$ cat src/rtl/seq_shift_add_multiplier_if.sv
// Handshake/data bundle for the sequential shift-add multiplier.
//   start        requester -> multiplier : operation request (sampled in IDLE)
//   signed_mode  requester -> multiplier : 1 = two's-complement operands
//   a, b         requester -> multiplier : multiplicand / multiplier
//   busy         multiplier -> requester : operation in flight
//   done         multiplier -> requester : one-cycle completion pulse
//   product      multiplier -> requester : 2*WIDTH-bit result, held until next done
interface seq_shift_add_multiplier_if #(
  parameter int WIDTH = 4
);
  logic                 start;
  logic                 signed_mode;
  logic [WIDTH-1:0]     a;
  logic [WIDTH-1:0]     b;
  logic                 busy;
  logic                 done;
  logic [2*WIDTH-1:0]   product;

  modport master (
    output start, signed_mode, a, b,
    input  busy, done, product
  );

  modport slave (
    input  start, signed_mode, a, b,
    output busy, done, product
  );
endinterface

$ cat src/rtl/seq_shift_add_multiplier.sv
// Sequential radix-2 shift-add multiplier, WIDTH x WIDTH -> 2*WIDTH bits.
// One partial-product add per clock; signed operands are handled by
// multiplying magnitudes and negating the result when the signs differ.
// Ports:
//   clk    rising-edge clock
//   rst_n  asynchronous active-low reset (aborts an operation in flight)
//   bus    seq_shift_add_multiplier_if.slave: start/signed_mode/a/b in,
//          busy/done/product out (all outputs come from registers)
//
// state | meaning
// IDLE  | waiting for start; operands latched on the accepting edge
// RUN   | WIDTH add/shift steps, one multiplier bit per edge
// FIN   | apply sign, publish product, pulse done
module seq_shift_add_multiplier #(
  parameter int WIDTH = 4
) (
  input  logic                      clk,
  input  logic                      rst_n,
  seq_shift_add_multiplier_if.slave bus
);

  localparam int CW = (WIDTH > 2) ? $clog2(WIDTH) : 1;

  typedef enum logic [1:0] {
    IDLE = 2'd0,
    RUN  = 2'd1,
    FIN  = 2'd2
  } state_t;

  state_t               state_q, state_d;
  logic [WIDTH-1:0]     mcand_q, mcand_d;
  logic [WIDTH-1:0]     mult_q, mult_d;
  logic [2*WIDTH-1:0]   acc_q, acc_d;
  logic [2*WIDTH-1:0]   product_q, product_d;
  logic [CW-1:0]        cnt_q, cnt_d;
  logic                 neg_q, neg_d;
  logic                 done_q, done_d;

  logic [WIDTH-1:0]     mag_a, mag_b;
  logic [WIDTH:0]       addend, sum;

  // The most negative operand negates to itself, which read as unsigned is
  // exactly its magnitude 2^(WIDTH-1), so no extra bit is needed here.
  always_comb begin
    mag_a = (bus.signed_mode && bus.a[WIDTH-1]) ? -bus.a : bus.a;
    mag_b = (bus.signed_mode && bus.b[WIDTH-1]) ? -bus.b : bus.b;
  end

  // Upper half plus multiplicand with the carry kept; the carry becomes the
  // new MSB once the accumulator shifts right.
  always_comb begin
    addend = mult_q[0] ? {1'b0, mcand_q} : '0;
    sum    = {1'b0, acc_q[2*WIDTH-1:WIDTH]} + addend;
  end

  always_ff @(posedge clk or negedge rst_n) begin
    if (!rst_n) begin
      state_q   <= IDLE;
      mcand_q   <= '0;
      mult_q    <= '0;
      acc_q     <= '0;
      product_q <= '0;
      cnt_q     <= '0;
      neg_q     <= 1'b0;
      done_q    <= 1'b0;
    end else begin
      state_q   <= state_d;
      mcand_q   <= mcand_d;
      mult_q    <= mult_d;
      acc_q     <= acc_d;
      product_q <= product_d;
      cnt_q     <= cnt_d;
      neg_q     <= neg_d;
      done_q    <= done_d;
    end
  end

  always_comb begin
    state_d   = state_q;
    mcand_d   = mcand_q;
    mult_d    = mult_q;
    acc_d     = acc_q;
    product_d = product_q;
    cnt_d     = cnt_q;
    neg_d     = neg_q;
    done_d    = 1'b0;

    unique case (state_q)
      IDLE: begin
        if (bus.start) begin
          mcand_d = mag_a;
          mult_d  = mag_b;
          neg_d   = bus.signed_mode & (bus.a[WIDTH-1] ^ bus.b[WIDTH-1]);
          acc_d   = '0;
          cnt_d   = '0;
          state_d = RUN;
        end
      end

      RUN: begin
        acc_d  = {sum, acc_q[WIDTH-1:1]};
        mult_d = mult_q >> 1;
        cnt_d  = cnt_q + CW'(1);
        if (cnt_q == CW'(WIDTH - 1)) begin
          state_d = FIN;
        end
      end

      FIN: begin
        product_d = neg_q ? -acc_q : acc_q;
        done_d    = 1'b1;
        state_d   = IDLE;
      end

      default: begin
        state_d = IDLE;
      end
    endcase
  end

  assign bus.busy    = (state_q != IDLE);
  assign bus.done    = done_q;
  assign bus.product = product_q;

endmodule

$ cat src/flat_wrapper.sv
// flat-port wrapper written by rule: the top's interface ports become plain ports
module seq_shift_add_multiplier_flat 
#(
  parameter int WIDTH = 4
)
  (clk, rst_n, bus_start, bus_signed_mode, bus_a, bus_b, bus_busy, bus_done, bus_product);
  seq_shift_add_multiplier_if #(.WIDTH(WIDTH)) bus_i ();
  input  logic clk;
  input  logic rst_n;
  input wire logic [$bits(bus_i.start)-1:0] bus_start;
  input wire logic [$bits(bus_i.signed_mode)-1:0] bus_signed_mode;
  input wire logic [$bits(bus_i.a)-1:0] bus_a;
  input wire logic [$bits(bus_i.b)-1:0] bus_b;
  output wire logic [$bits(bus_i.busy)-1:0] bus_busy;
  output wire logic [$bits(bus_i.done)-1:0] bus_done;
  output wire logic [$bits(bus_i.product)-1:0] bus_product;
  assign bus_i.start = bus_start;
  assign bus_i.signed_mode = bus_signed_mode;
  assign bus_i.a = bus_a;
  assign bus_i.b = bus_b;
  assign bus_busy = bus_i.busy;
  assign bus_done = bus_i.done;
  assign bus_product = bus_i.product;
  seq_shift_add_multiplier #(.WIDTH(WIDTH)) u_core (.clk(clk), .rst_n(rst_n), .bus(bus_i));
endmodule
$ cat config.mk
export PLATFORM = sky130hd
export DESIGN_NAME = seq_shift_add_multiplier_flat
export DESIGN_NICKNAME = d
export VERILOG_FILES = /design/src/rtl/seq_shift_add_multiplier_if.sv /design/src/rtl/seq_shift_add_multiplier.sv /design/src/flat_wrapper.sv
export SDC_FILE = /design/constraint.sdc
export NUM_CORES = 1
export LEC_CHECK = 0
export ABC_AREA = 1
export CORE_ASPECT_RATIO = 0.75
export CORE_MARGIN = 3
export CORE_UTILIZATION = 37
export CTS_BUF_LIST = sky130_fd_sc_hd__clkbuf_16
export DETAILED_ROUTE_END_ITERATION = 10
export GPL_TIMING_DRIVEN = 0
export SLEW_MARGIN = 20
export SYNTH_ARGS = -nofsm -noshare
export SYNTH_HDL_FRONTEND = slang
export SYNTH_SLANG_ARGS = --single-unit
$ cat constraint.sdc
create_clock -name clk -period 2.4 [get_ports clk]
set_clock_uncertainty 0.1 [all_clocks]
set_input_delay 0.48 -clock clk [delete_from_list [all_inputs] [get_ports clk]]
set_output_delay 0.48 -clock clk [all_outputs]
set_load 0.02 [all_outputs]
Word-level counts from Yosys, hierarchy flattened

Cells that the tools add are included.

Register bits after elaboration: 30
Output and inout bits: 10
Word-level logic and storage cells: 42
Input port bits: 12

Multiplexer cells: 14
$add $sub $neg: 5
Equality and inequality tests: 5
Bitwise operators: 2
Reduce and logical (&&, ||, !) cells: 8

Operators with widths:

| cell                                                                     | number |
|---|---|
| 4-bit two-way mux                                                        | 4 |
| 8-bit two-way mux                                                        | 2 |
| 8-bit case mux with 2 select lines                                       | 1 |
| 4-bit negator                                                            | 2 |
| 8-bit negator                                                            | 1 |
| 2-bit case mux with 2 select lines                                       | 2 |
| 4-bit case mux with 2 select lines                                       | 1 |
| 2-bit two-way mux                                                        | 3 |
| 2-bit AND reduction                                                      | 3 |
| 4-bit by 5-bit adder with 5-bit output                                   | 1 |
| 2-bit == test (second input constant)                                    | 2 |
| 2-bit nonzero test                                                       | 2 |
| 2-bit by 1-bit adder with 2-bit output (second input constant)           | 1 |
| 2-bit by 1-bit == test with 1-bit output (second input constant)         | 1 |
| 1-bit logical AND                                                        | 2 |
| 2-bit zero test                                                          | 1 |
| 2-bit by 1-bit inequality test with 1-bit output (second input constant) | 1 |
| 2-bit inequality test (second input constant)                            | 1 |
| 1-bit bitwise AND                                                        | 1 |
| 1-bit two-way mux                                                        | 1 |
| 1-bit XOR                                                                | 1 |

Longest topological paths before layout

Gate-level depths: netlist of run 1.

Depth in word-level cells: 4
Gate-level depth with buffers: 10
Depth with buffers taken out: 10

Worst setup path before layout of run 1

OpenSTA, ideal clock, no wires.

Kind: register -> register
From: reg u_core.mult_q[0]
To: reg u_core.acc_q[7]
Stages on the path, launching flop included: 11
Slack: 848 ps
Required time: 2,226 ps
Setup time: 74 ps
Buffers on the path: 0
Period minus slack after synthesis: 1,552 ps
Arrival: 1,378 ps
Cells stage by stage: dfrtp_1 > nand2_1 > inv_1 > ha_1 > inv_1 > fa_1 > inv_1 > nand2_1 > a21oi_1 > o21ai_0 > o21ai_2

Cells in the longest elaborated chain, start to end: 3

Ends and longest elaborated chain:

| item                                   | line                           | source |
|---|---|---|
| from (decl)                            | seq_shift_add_multiplier.sv:32 | `logic [WIDTH-1:0] mult_q, mult_d;` |
| from (signal assigned)                 | seq_shift_add_multiplier.sv:69 | `mult_q <= mult_d;` |
| 4-bit two-way mux                      | seq_shift_add_multiplier.sv:52 | `addend = mult_q[0] ? {1'b0, mcand_q} : '0;` |
| 4-bit by 5-bit adder with 5-bit output | seq_shift_add_multiplier.sv:53 | `sum = {1'b0, acc_q[2*WIDTH-1:WIDTH]} + addend;` |
| 8-bit case mux with 2 select lines     | seq_shift_add_multiplier.sv:88 | `unique case (state_q)` |
| to (signal assigned)                   | seq_shift_add_multiplier.sv:61 | `acc_q <= '0;` |
| to (signal assigned)                   | seq_shift_add_multiplier.sv:70 | `acc_q <= acc_d;` |
| to (decl)                              | seq_shift_add_multiplier.sv:33 | `logic [2*WIDTH-1:0] acc_q, acc_d;` |

No other way between the ends.
A chain may end at the register's enable or synchronous reset.

Final worst setup path of run 1

From: reg u_core.state_q[0]
To: out bus_busy

Cells in the longest elaborated chain, start to end: 1

Ends and longest elaborated chain:

| item                   | line                            | source |
|---|---|---|
| from (decl)            | seq_shift_add_multiplier.sv:30  | `state_t state_q, state_d;` |
| from (signal assigned) | seq_shift_add_multiplier.sv:67  | `state_q <= state_d;` |
| 2-bit nonzero test     | seq_shift_add_multiplier.sv:121 | `assign bus.busy = (state_q != IDLE);` |
| to (decl)              | flat_wrapper.sv:14              | `output wire logic [$bits(bus_i.busy)-1:0] bus_busy;` |

No other way between the ends.

==> results of run 1 <==
-- flip-flops by register name, summed over array words and instances, names as in the netlist --
signal              flops
u_core.mult_q           4
u_core.bus.done         1
u_core.cnt_q            2
u_core.mcand_q          4
u_core.acc_q            8
u_core.state_q          2
u_core.bus.product      8
u_core.neg_q            1
-- layout make-up --
type,count,area [µm²],area share [%]
flip-flops and latches,30,751,37.6
multi-input cells,133,711,35.6
repair buffers,21,205,10.3
clock buffers,5,125,6.27
inverters,30,115,5.77
well taps,52,65.1,3.26
clock inverters,3,12.5,0.627
plain buffers,2,10.0,0.502
-- cell families after synthesis --
family                   synth area share [%]
flip-flops                               47.3
XOR/XNOR                                 1.10
AO/OA/AOI/OAI                            12.1
buffers and inverters                    7.89
adder cells (fa/ha/maj)                  7.57
AND/OR/NAND/NOR                          24.1
-- worst register-to-register path: cells and delay by family, from the launching register on --
family / cells / cell delay, ns
buffers and inverters: 3 / 0.19
and+or+nand+nor: 2 / 0.16
DFF: 1 / 0.41
adders and majority gates: 2 / 0.52
AOI/OAI and AO/OA: 3 / 0.30
-- worst max path at each step --
stage	to	slack (ns)
after floorplan	u_core.acc_q[7]	0.85
after global placement	u_core.bus.product[0]	0.18
after detailed placement	u_core.mult_q[1]	0.61
after CTS	bus_busy	0.37
after global routing	bus_busy	0.33
final	bus_busy	0.39
-- cells in the final DEF (no fill, tap or decap), types with 2 or more instances in the layout --
cell type / instances
o22ai_1: 4
inv_2: 3
clkbuf_16: 5
o21ai_0: 15
clkdlybuf4s50_1: 20
nand2_1: 57
ha_1: 8
o211ai_1: 3
nor3_1: 2
buf_2: 3
inv_1: 27
nand2_2: 2
o21ai_2: 2
a21oi_1: 6
nor2_1: 13
nand3_1: 14
dfrtp_1: 30
-- power breakdown --
| group | internal, mW | total, mW | switching [mW] |
|---|---|---|---|
| clock network | 0.374 | 0.581 | 0.208 |
| registers | 0.717 | 0.853 | 0.136 |
| logic | 0.442 | 1.12 | 0.675 |
-- through the flow --
step	worst slack [ns]	instances	utilization (%)	hold WS (ns)	cell area, µm²
after floorplan	0.848	195	-	0.0844	1590
after global placement	0.183	268	48.0	0.367	1860
after detailed placement	0.611	268	47.9	0.369	1860
after CTS	0.372	276	51.5	0.171	1990
after global routing	0.332	276	51.5	0.208	1990
final	0.386	276	51.5	0.138	1990
-- metal layers --
| layer | vias to the layer above | share of wire (%) | global-route usage, % |
|---|---|---|---|
| li1 | 687 | - | - |
| met1 | 576 | 55 | 21.3 |
| met2 | 11 | 41 | 20.4 |
| met3 | 2 | 2.9 | 4.32 |
| met4 | 0 | 0.53 | 3.73 |
| met5 | - | 0 | 0 |
==> metrics, run 1 <==
status finished clean; Pwr Density 1280 mW/mm²; CP top delay family buffers and inverters; first-pass GRT wire length 5730 µm; Layout Nets 244; top-count cell post-synth nand2_1; GP Congestion 0.752; clock period minus worst slack 2.01 ns; worst skew pair latency 0.27 ns; Worst-path clk slew 0.05 ns; Die H 62.7 µm; total core area 0.00387 mm²; Worst path max stage delay 0.53 ns; I/O Buffers 21; postcts setup bufs 0; average cell area after synthesis 8.14 µm²; GRT Overall Usage 14.4%; register bit count reported by yosys 30; antenna violations before repair 0; Initial Util 40.9%; share of cells above drive strength 1 8.93%; Crit path depth 3; total gr overflow 0; DRT Pass-1 Iters 4; RSZ-0062 raised after global routing no; post-synthesis sequential area ratio 47.3%; Final ANT Viol Nets 0; DR vias/cell 4.62; Pleak 1.02 nW; ANT cells 0; DPL Wire Length 2360 µm; slew margin rel. 56.3%; # fillers 370; # DRC 0; wire per inst 11.6 µm; Die W 81.6 µm; CP endpoint kind primary output; Buf/Inv on CP 2; most frequent cells after synthesis 57 x nand2_1, 30 x dfrtp_1, 26 x inv_1; Final setup violation count 0; largest net degree at the start of global routing 31; crit-path max FO 3; TritonCTS Buffers 5; Clock Tree Buf Depth 2; CP Cell Sequence nor2_1, inv_1, clkdlybuf4s50_1; IO Count 22; CTS Root Cell clkbuf_16; final max-slew violation count 0; main flop type after synthesis dfrtp_1; final hold viol count 0; Mapped Area 0.00159 mm²; Layout area overhead 25.7%; Crit path arrival time 1.43 ns; Worst Reg-to-Reg Cells 10; hold_buf cts 0; Max Cap Violations 0; Fin Setup TNS 0 ns; share of the synthesized area in the top cell type 47.3%; cells resized by post-CTS repair 0; vias post-DR 1276; Total Wirelength 3200 µm; DIE AREA 0.00512 mm²; vias in the first global route 1268; Reg2Reg Setup Slack 0.66 ns; Ys Warns 0; hold crit path type input port to asynchronous set/reset pin; Overall Power 2.55 mW; Fmax 0.497 GHz; 1st-iter DRT viols 61; Worst EP required 1.82 ns; Sink Count 30; crit path kind register to primary output; CTS tree done; number of flops mapped to enable cells by yosys 0; Gate Count Post-Synth 195; synth unique cells 23; Synth Net Count 216; CP max-delay cell clkdlybuf4s50_1; RR Endpoint u_core.acc_q[7]; largest area contributor in the netlist dfrtp_1; post-synthesis async set-or-reset flop share 100%; Worst Max-Slew Pin Slew 0.656 ns; FP Rows 19; crit path launch type register; CP Launch Point u_core.state_q[0]; Tcrit/Tclk final 83.9%; H-tree depth 2; Synth area leaders dfrtp_1 47%, nand2_1 13%, ha_1 6.3%; R2R Path Start u_core.mult_q[0]; maximum vdd ir drop 670 µV
(Power assumes the default switching activity.)
==> inputs of run 2 (changes only) <==
Clock period 2.4 ns to 2 ns, I/O delays scaled along.
==> results of run 2 <==
The final DEF is identical to that of run 1. Status: finished clean.
Main changes from that run: setup slack after placement 0.611 ns -> 0.291 ns; setup slack after layout 0.386 ns -> 0.0663 ns; hold slack 0.138 ns -> 0.0579 ns; register-to-register setup slack 0.66 ns -> 0.26 ns; total power 2.55 mW -> 3.06 mW; worst IR drop on VDD 670 µV -> 804 µV
